**src/rtl/rr8_tree_pipelined_arbiter.sv**
```systemverilog
// rr8_tree_pipelined_arbiter: 8-way round-robin arbiter built as a tree of 2:1 nodes, two register stages.
// Stage 1 registers the four leaf decisions, and stage 2 resolves the mid and root nodes into a one-hot grant.
module rr8_tree_pipelined_arbiter (
    input  logic       clk,
    input  logic       rst_n,
    input  logic [7:0] req,
    output logic [7:0] gnt
);
    logic [3:0] leaf_ptr;
    logic [3:0] leaf_valid_d;
    logic [3:0] leaf_sel_d;
    logic [3:0] leaf_valid;
    logic [3:0] leaf_sel;
    logic [1:0] mid_ptr;
    logic [1:0] mid_valid;
    logic [1:0] mid_sel;
    logic       root_ptr;
    logic       root_valid;
    logic       root_sel;
    logic [1:0] gnt_leaf;
    logic [2:0] gnt_idx;
    logic [7:0] gnt_d;

    // A set pointer favours the right (upper) side. Select 1 means the right side was chosen.
    function automatic logic pick(input logic l, input logic r, input logic p);
        return r & (~l | p);
    endfunction

    always_comb begin
        leaf_valid_d = '0;
        leaf_sel_d   = '0;
        for (int i = 0; i < 4; i++) begin
            leaf_valid_d[i] = req[2*i] | req[2*i+1];
            leaf_sel_d[i]   = pick(req[2*i], req[2*i+1], leaf_ptr[i]);
        end
    end

    always_comb begin
        mid_valid  = '0;
        mid_sel    = '0;
        for (int j = 0; j < 2; j++) begin
            mid_valid[j] = leaf_valid[2*j] | leaf_valid[2*j+1];
            mid_sel[j]   = pick(leaf_valid[2*j], leaf_valid[2*j+1], mid_ptr[j]);
        end
        root_valid = |mid_valid;
        root_sel   = pick(mid_valid[0], mid_valid[1], root_ptr);
        gnt_leaf   = {root_sel, mid_sel[root_sel]};
        gnt_idx    = {gnt_leaf, leaf_sel[gnt_leaf]};
        gnt_d      = root_valid ? 8'(1) << gnt_idx : 8'h00;
    end

    always_ff @(posedge clk or negedge rst_n) begin
        if (!rst_n) begin
            leaf_valid <= '0;
            leaf_sel   <= '0;
        end else begin
            leaf_valid <= leaf_valid_d;
            leaf_sel   <= leaf_sel_d;
        end
    end

    // Only nodes on the granted path flip to favour the opposite side.
    // Stage 1 sampling at this same edge still sees the old leaf pointer.
    always_ff @(posedge clk or negedge rst_n) begin
        if (!rst_n) begin
            gnt      <= '0;
            root_ptr <= 1'b0;
            mid_ptr  <= '0;
            leaf_ptr <= '0;
        end else begin
            gnt <= gnt_d;
            if (root_valid) begin
                root_ptr           <= ~root_sel;
                mid_ptr[root_sel]  <= ~mid_sel[root_sel];
                leaf_ptr[gnt_leaf] <= ~leaf_sel[gnt_leaf];
            end
        end
    end
endmodule

```
**config.mk**
```make
export PLATFORM = sky130hd
export DESIGN_NAME = rr8_tree_pipelined_arbiter
export DESIGN_NICKNAME = d
export VERILOG_FILES = /design/src/rtl/rr8_tree_pipelined_arbiter.sv
export SDC_FILE = /design/constraint.sdc
export NUM_CORES = 1
export LEC_CHECK = 0
export CORE_MARGIN = 2
export CORE_UTILIZATION = 48
export DETAILED_ROUTE_END_ITERATION = 16
export PLACE_DENSITY = 0.76
export SLEW_MARGIN = 40
export SYNTH_ARGS = -nofsm -noshare
export SYNTH_HDL_FRONTEND = slang
export SYNTH_SLANG_ARGS = --single-unit
```
**constraint.sdc**
```tcl
create_clock -name clk -period 1.6 [get_ports clk]
set_input_delay 0.32 -clock clk [delete_from_list [all_inputs] [get_ports clk]]
set_output_delay 0.32 -clock clk [all_outputs]
set_load 0.02 [all_outputs]
```
# Yosys cells after proc, flatten, opt, wreduce, memory -nomap -nowiden
# Cells that the tools add are included.
op_classes:
  order_cmp: 4
  n_reduce_logical: 3
  shift: 1
  n_mux: 11
  bitwise: 30
op_table:
  columns: ["operator", "count"]
  rows:
  - ["OR 1 bit", 13]
  - ["inverter 1 bit", 10]
  - ["2-to-1 mux 8 bit", 1]
  - ["<< shifter 1 x 3 -> 8 bit (first input constant)", 1]
  - ["bitwise AND 1 bit", 7]
  - ["2-to-1 mux 1 bit", 5]
  - ["bitwise mux 4 bit", 1]
  - ["< comparator 2 x 3 -> 1 bit (second input constant)", 1]
  - ["binary-select mux 1 bit (select 2 bit)", 1]
  - ["bitwise mux 2 bit", 1]
  - ["demux 1 bit (select 2 bit)", 1]
  - ["greater-or-equal comparator 2 x 1 -> 1 bit (second input constant)", 1]
  - ["logical AND 1 bit", 2]
  - ["< comparator 1 x 2 -> 1 bit (second input constant)", 1]
  - ["OR reduction 2 bit", 1]
  - ["demux 1 bit (select 1 bit)", 1]
  - ["greater-or-equal comparator 1 bit (second input constant)", 1]
totals:
  ff_bits: 23
  inputBits: 10

# Longest topological paths before layout
# Gate-level depths: netlist of run 1.
depth:
  depth_word: 11
  depth_mapped: 4
  ltp_nobuf: 4

# Worst setup path before layout of run 1
# OpenSTA, ideal clock, no wires.
synth_path:
  path_type: "register to register"
  start: "register leaf_valid[2]"
  end: "register gnt[1]"
  arrival_ns: 1.192
  n_path_buf: 0
  path_slack_ns: 0.286
  stages_incl_launch_ff: 5
  path_cell_list: "dfrtp_1 > o21ai_2 > nand3_2 > a211o_1 > nor2b_1"
synth_between:
  elab_chain_len: 9
synth_rtl:
  columns: ["element", "line", "text"]
  rows:
  - ["start: declaration", "12", "logic [3:0] leaf_valid;"]
  - ["start signal: assignment", "57", "leaf_valid <= leaf_valid_d;"]
  - ["inverter 1 bit", "26", "return r & (~l | p);"]
  - ["OR 1 bit", "26", null]
  - ["bitwise AND 1 bit", "26", null]
  - ["2-to-1 mux 1 bit (implied by the code) (2 in a row)", "47", "gnt_leaf = {root_sel, mid_sel[root_sel]};"]
  - ["binary-select mux 1 bit (select 2 bit)", "48", "gnt_idx = {gnt_leaf, leaf_sel[gnt_leaf]};"]
  - ["2-to-1 mux 1 bit (implied by the code)", "48", null]
  - ["<< shifter 1 x 3 -> 8 bit", "49", "gnt_d = root_valid ? 8'(1) << gnt_idx : 8'h00;"]
  - ["2-to-1 mux 8 bit (*)", "49", null]
  - ["net gnt_d[1]", "22", "logic [7:0] gnt_d;"]
  - ["end signal: assignment", "71", "gnt <= gnt_d;"]
  - ["end: declaration", "7", "output logic [7:0] gnt"]
# The timed path passes the listed nets; every way through them passes the cells marked *. The select of a mux whose other input is x is not followed.
# A chain may end at the register's enable or synchronous reset.

# Worst setup path after layout of run 1
layout_path:
  start: "register gnt[7]"
  end: "output port gnt[7]"
# No word-level cell between the ends.

==> results of run 1 <==
through the flow:
| stage | area [um2] | setup slack (ns) | cells | power [mW] | util (%) |
|---|---|---|---|---|---|
| floorplan | 865 | 0.286 | 73 | 1.12 | - |
| global placement | 1070 | 0.233 | 116 | 1.29 | 62.9 |
| detailed placement | 1070 | 0.198 | 116 | 1.30 | 62.9 |
| CTS | 1100 | 0.0242 | 120 | 1.56 | 64.4 |
| global route | 1110 | 0.00251 | 120 | 1.65 | 65.0 |
| finish | 1110 | 0.0475 | 120 | 1.54 | 65.0 |
registers in the layout (all words and copies together) (netlist names):
register and flops:
leaf_ptr 4, leaf_valid 4, leaf_sel 4, root_ptr 1
gnt 8, mid_ptr 2
placed cells by master, fill, tap and decap left out, types with 3 or more instances in the layout:
cell	n
a21boi_0	4
a21o_1	3
inv_1	6
nor2_1	6
clkdlybuf4s50_1	13
nand3_1	3
dfrtp_1	23
clkbuf_4	3
or2_2	4
dlymetal6s2s_1	4
nand2_1	7
layer usage:
metal | GRT usage (%) | share of wire [%]
met3 | 2.75 | 3.4
met5 | 0 | 0
met2 | 19.4 | 45
met1 | 20.1 | 50
met4 | 10.3 | 2.2
power groups by stage:
stage / combinational (mW) / clock [mW] / sequential [mW]
floorplan: 0.253 / 0 / 0.865
global placement: 0.473 / 0 / 0.816
detailed placement: 0.483 / 0 / 0.821
CTS: 0.485 / 0.262 / 0.809
global route: 0.533 / 0.286 / 0.827
finish: 0.475 / 0.253 / 0.808
worst paths after layout:
path	start	endpoint	slack, ns
max	gnt[7]	gnt[7]	0.05
min	rst_n	gnt[3]	0.35
max reg2reg	leaf_valid[2]	gnt[1]	0.19
min reg2reg	leaf_sel[2]	gnt[4]	0.44
max in group asynchronous	rst_n	leaf_ptr[0]	1.03
min in group clk	leaf_sel[2]	gnt[4]	0.44
final cells by class:
cell class	instances	area share (%)
well taps	25	2.82
repair buffers	18	16.9
flip-flops and latches	23	51.9
multi-input cells	44	24.0
clock buffers	4	2.37
inverters	6	2.03
kinds of logic (layout without fill, tap and decap cells):
group,count (synthesis),after routing,synth area share [%]
compound gates,16,16,13.3
buf+inv,6,28,2.60
flops,23,23,66.6
mux,1,1,1.16
simple gates,27,27,16.4
timing repair:
item | CTS | global route
gates resized for setup | 0 | 4
hold endpoints to repair | 0 | 0
buffers inserted | 0 | 0
setup endpoints to repair | 0 | 4
==> flow_summary_export.csv, run 1 <==
group,metric,value,unit
outcome,run_status,"finished, final reports clean",
sta,fin_crit,1.55,ns
synth,yosys-top-cells-area,"dfrtp_1 (67%), a21boi_0 (3.5%), nand2_1 (3.0%)",
worst_setup_path,worstPathArrival,1.23,ns
cts,clkTransAtPathRegs,0.11,ns
layout,multi_input_area,267,um2
worst_setup_path,cpMaxStageDelayCell,"clkdlybuf4s50_1",
synth,ys.flop_type,"dfrtp_1",
synth,synthArstFlopShare,100,%
power_and_ir_drop,seqPwrFrac,52.6,%
power_and_ir_drop,powerDensity,1380,nW/um2
layout,nFillCells,132,
cts,holdBufCountCts,0,
power_and_ir_drop,comb_power_share,30.9,%
route,wire_per_inst,10.4,um
synth,synth-seq-cells,23,
place,hpwlAfterDp,928,um
sta,max_slew_margin,81.7,%
grt,grt-ovfl-total,0,
sta,rsz0062_at_grt,"false",
grt,grt_pass1_wl,2100,um
worst_hold_path,hp-class,"in2async",
synth,synth_edf_count,0,
worst_setup_path,worstSetupStartpointType,"register",
synth,synthCells,73,
power_and_ir_drop,clockPowerShare,16.5,%
cts,root_buffer,"clkbuf_4",
synth,synth_area_per_cell,11.8,um2
sta,fin_crit_sh,97.0,%
grt,gr-usage-all-layers,14.3,%
grt,first_global_vias,515,
route,first_pass_iters,4,
worst_setup_path,crit_type,"reg2out",
cts,cts.sinks,23,
place,port_buffers,17,
synth,synth_most_common_cell,"dfrtp_1",
sta,tightest_slew,0.274,ns
floorplanning,core,1710,um2
route,postRouteAntennaNets,0,
layout,diodes,0,
sta,hold_slack,0.349,ns
cts,htree_levels,1,
floorplanning,fp.dieH,46.4,um
worst_setup_path,slowest_delay,0.60,ns
layout,seq_area,576,um2
worst_setup_path,crit_fanout,1,
power_and_ir_drop,peakVddDrop,0.917,mV
synth,synth_cell_types,21,
worst_setup_path,rr_worst_depth,4,
layout,drive_gt1_share,12.6,%
power_and_ir_drop,p_int,1.06,mW
sta,finalSetupTns,0,ns
floorplanning,die_area,2160,um2
worst_setup_path,end_kind,"primary output",
synth,yosysWarnings,0,
cts,clk_path_buf_depth,2,
floorplanning,die_width,46.4,um
synth,syn-num-nets,83,
worst_setup_path,crit_family,"buffers and inverters",
sta,hold_violations,0,
cts,cts_buffers,3,
synth,ys_seq_area_share,66.6,%
cts,cts_tree,"built",
power_and_ir_drop,p_switching,475,uW
place,gp_congestion,0.714,
sta,fmax,644,MHz
run,maxCapViolations,0,
grt,grt_start_max_net_pins,24,
route,drt_iter0_drc,5,
synth,yosys.area.top_type,"dfrtp_1",
worst_setup_path,path_cells,"clkdlybuf4s50_1",
route,vias,559,
floorplanning,ioPinCount,18,
floorplanning,start_util,50.6,%
power_and_ir_drop,switching_share,30.9,%
power_and_ir_drop,leakagePower,0.589,nW
layout,final_nets,106,
synth,yosysTopAreaCellShare,66.6,%
route,drc,0,
worst_setup_path,path_buf_inv,1,
floorplanning,rows,15,
route,via_per_inst,4.66,
sta,drv_slew,0,
cts,clk-insertion-delay-late,0.30,ns
worst_setup_path,required,1.28,ns
grt,antenna_found_initial,0,
route,wl,1250,um
worst_setup_path,path_depth,1,
sta,skew,0.00252,ns
synth,synth_commonest_cells,"dfrtp_1 (23), nand2_1 (7), inv_1 (6), nor2_1 (6)",
sta,setup_viol,0,
layout,area_growth,28.4,%
synth,syn-cell-area,865,um2
Power figures use the tool's default switching activity.
==> run 2, diff against run 1 <==
- CORE_UTILIZATION: 48 -> 51
- CTS_BUF_LIST: not set -> sky130_fd_sc_hd__clkbuf_8
- PLACE_DENSITY: 0.76 -> 0.8
==> run 2 against run 1 <==
  * Count of clock-buffer cells in the layout fell by 1
  * Flip-flop and latch count did not move
  * Worst hold slack improved by 0.063 ns
  * Wire length rose by 16%
  * First-iteration DRC count rose to 3.6 times the previous value
  * Setup slack improved by 0.026 ns
  * Final cell count fell by 7.5%
  * Critical path type unchanged
  * Critical endpoint unchanged
  * Highest routed layer unchanged
==> flow_summary_export.csv, run 2 (synthesis gave the netlist of run 1 again) <==
group,metric,value,unit
place,gp_congestion,0.696,
worst_hold_path,hp-class,"in2async",
sta,drv_slew,0,
route,via_per_inst,5.19,
grt,first_global_vias,608,
power_and_ir_drop,switching_share,30.6,%
worst_setup_path,crit_type,"reg2out",
worst_setup_path,reg2reg_from,"leaf_valid[2]",
route,wire_per_inst,13.0,um
sta,max_slew_margin,81.4,%
route,drt-met1-wl,629,um
power_and_ir_drop,p_switching,504,uW
worst_setup_path,crit_fanout,1,
sta,finalSetupTns,0,ns
route,dr_wl_met2,755,um
layout,area_growth,28.2,%
layout,largest_reg_flops,8,
place,hpwlAfterDp,1090,um
worst_setup_path,worstPathArrival,1.21,ns
cts,holdBufCountCts,0,
worst_setup_path,required,1.28,ns
layout,final_nets,106,
route,drc,0,
sta,tightest_slew,0.279,ns
worst_setup_path,slowest_delay,0.61,ns
power_and_ir_drop,comb_power_share,29.5,%
power_and_ir_drop,p_int,1.14,mW
cts,cts_resized,0,
cts,cts_tree,"built",
cts,cts_buffers,3,
floorplanning,die_width,45.2,um
route,first_pass_iters,4,
power_and_ir_drop,powerDensity,1490,nW/um2
power_and_ir_drop,leakagePower,0.536,nW
worst_setup_path,worstSetupStartpointType,"register",
cts,clkTransAtPathRegs,0.08,ns
worst_setup_path,crit_start,"gnt[7]",
layout,diodes,0,
sta,skew,0.00536,ns
floorplanning,ioPinCount,18,
cts,root_buffer,"clkbuf_8",
cts,htree_levels,1,
power_and_ir_drop,seqPwrFrac,49.4,%
floorplanning,fp.dieH,45.2,um
layout,mostFrequentLayoutCell,"dfrtp_1",
worst_setup_path,end_kind,"primary output",
power_and_ir_drop,clockPowerShare,21.1,%
cts,post-cts-setup-buffers,0,
grt,grt_pass1_wl,2530,um
cts,cts.sinks,23,
sta,fmax,655,MHz
sta,setup_viol,0,
sta,fin_crit,1.53,ns
floorplanning,start_util,56.1,%
cts,clk_path_buf_depth,2,
grt,grt-ovfl-total,0,
route,postRouteAntennaNets,0,
run,maxCapViolations,0,
route,wl,1450,um
worst_setup_path,path_cells,"clkdlybuf4s50_1",
grt,gr-usage-all-layers,17.9,%
route,vias,576,
route,wl_met3,54,um
floorplanning,die_area,2040,um2
cts,clk-insertion-delay-late,0.26,ns
worst_setup_path,path_buf_inv,1,
place,port_buffers,17,
outcome,run_status,"finished, final reports clean",
grt,grt_start_max_net_pins,24,
sta,fin_crit_sh,95.4,%
floorplanning,core,1540,um2
layout,fin_util,71.9,%
layout,final_cell_mix,"dfrtp_1 (23), clkdlybuf4s50_1 (17), nand2_1 (7)",
sta,hold_violations,0,
power_and_ir_drop,peakVddDrop,0.863,mV
layout,top_register,"gnt",
sta,rsz0062_at_grt,"false",
worst_setup_path,crit_family,"buffers and inverters",
layout,drive_gt1_share,13.7,%
floorplanning,rows,14,
grt,antenna_found_initial,0,
worst_setup_path,cpMaxStageDelayCell,"clkdlybuf4s50_1",
route,highest_layer,"met4",
route,drt_iter0_drc,18,
-- run 2: cell count changes in the layout (fill, tap and decap cells not counted) --
| cell | previous run | this run |
|---|---|---|
| clkdlybuf4s50_1 | 13 | 17 |
| dlymetal6s2s_1 | 4 | 0 |
| clkbuf_8 | 0 | 3 |
| clkbuf_1 | 1 | 0 |
| clkbuf_4 | 3 | 0 |
| clkinv_2 | 0 | 1 |
-- run 2: layout make-up --
class,count,area [um2]
tap,16,20.0
multi-input combinational,44,267
inverter,6,22.5
clock inverter,1,5.00
timing repair buffer,18,178
clock buffer,3,41.3
sequential,23,576
fill,109,433
-- run 2: layer usage --
metal / up-vias / track usage [%]
li1: 285 / -
met1: 276 / 23.1
met4: 0 / 7.06
met2: 13 / 29.4
met5: - / 0
met3: 2 / 3.60
-- run 2: final timing paths --
| kind | cells past startpoint | slack, ns | endpoint |
|---|---|---|---|
| worst max register to register | 4 | 0.17 | gnt[1] |
| min in group clk | 1 | 0.44 | gnt[4] |
| max in group asynchronous | 2 | 0.97 | root_ptr |
| worst min-delay path | 2 | 0.41 | gnt[6] |
| worst min register to register | 1 | 0.44 | gnt[4] |
| worst max-delay path | 1 | 0.07 | gnt[7] |
-- run 2: power by group through the flow --
stage | Combinational (mW) | Clock, mW | Sequential (mW)
after floorplan | 0.253 | 0 | 0.865
final | 0.486 | 0.348 | 0.814
after global routing | 0.546 | 0.386 | 0.834
after CTS | 0.492 | 0.354 | 0.814
after detailed placement | 0.488 | 0 | 0.825
after global placement | 0.473 | 0 | 0.816
-- run 2: metrics by stage --
stage	setup WS, ns	hold slack, ns	power, mW	std cells	area (um2)
final	0.0736	0.412	1.65	111	1110
after global routing	0.0386	0.434	1.77	111	1110
after CTS	0.0610	0.427	1.66	111	1110
after detailed placement	0.184	0.431	1.31	107	1060
after global placement	0.234	0.424	1.29	107	1060
after floorplan	0.286	0.0244	1.12	73	865
==> run 3, diff against run 2 <==
- CTS_CLUSTER_DIAMETER: not set -> 150
- SKIP_CTS_REPAIR_TIMING: not set -> 1
==> results of run 3 <==
The final DEF is identical to that of run 2; final timing and power are the same.
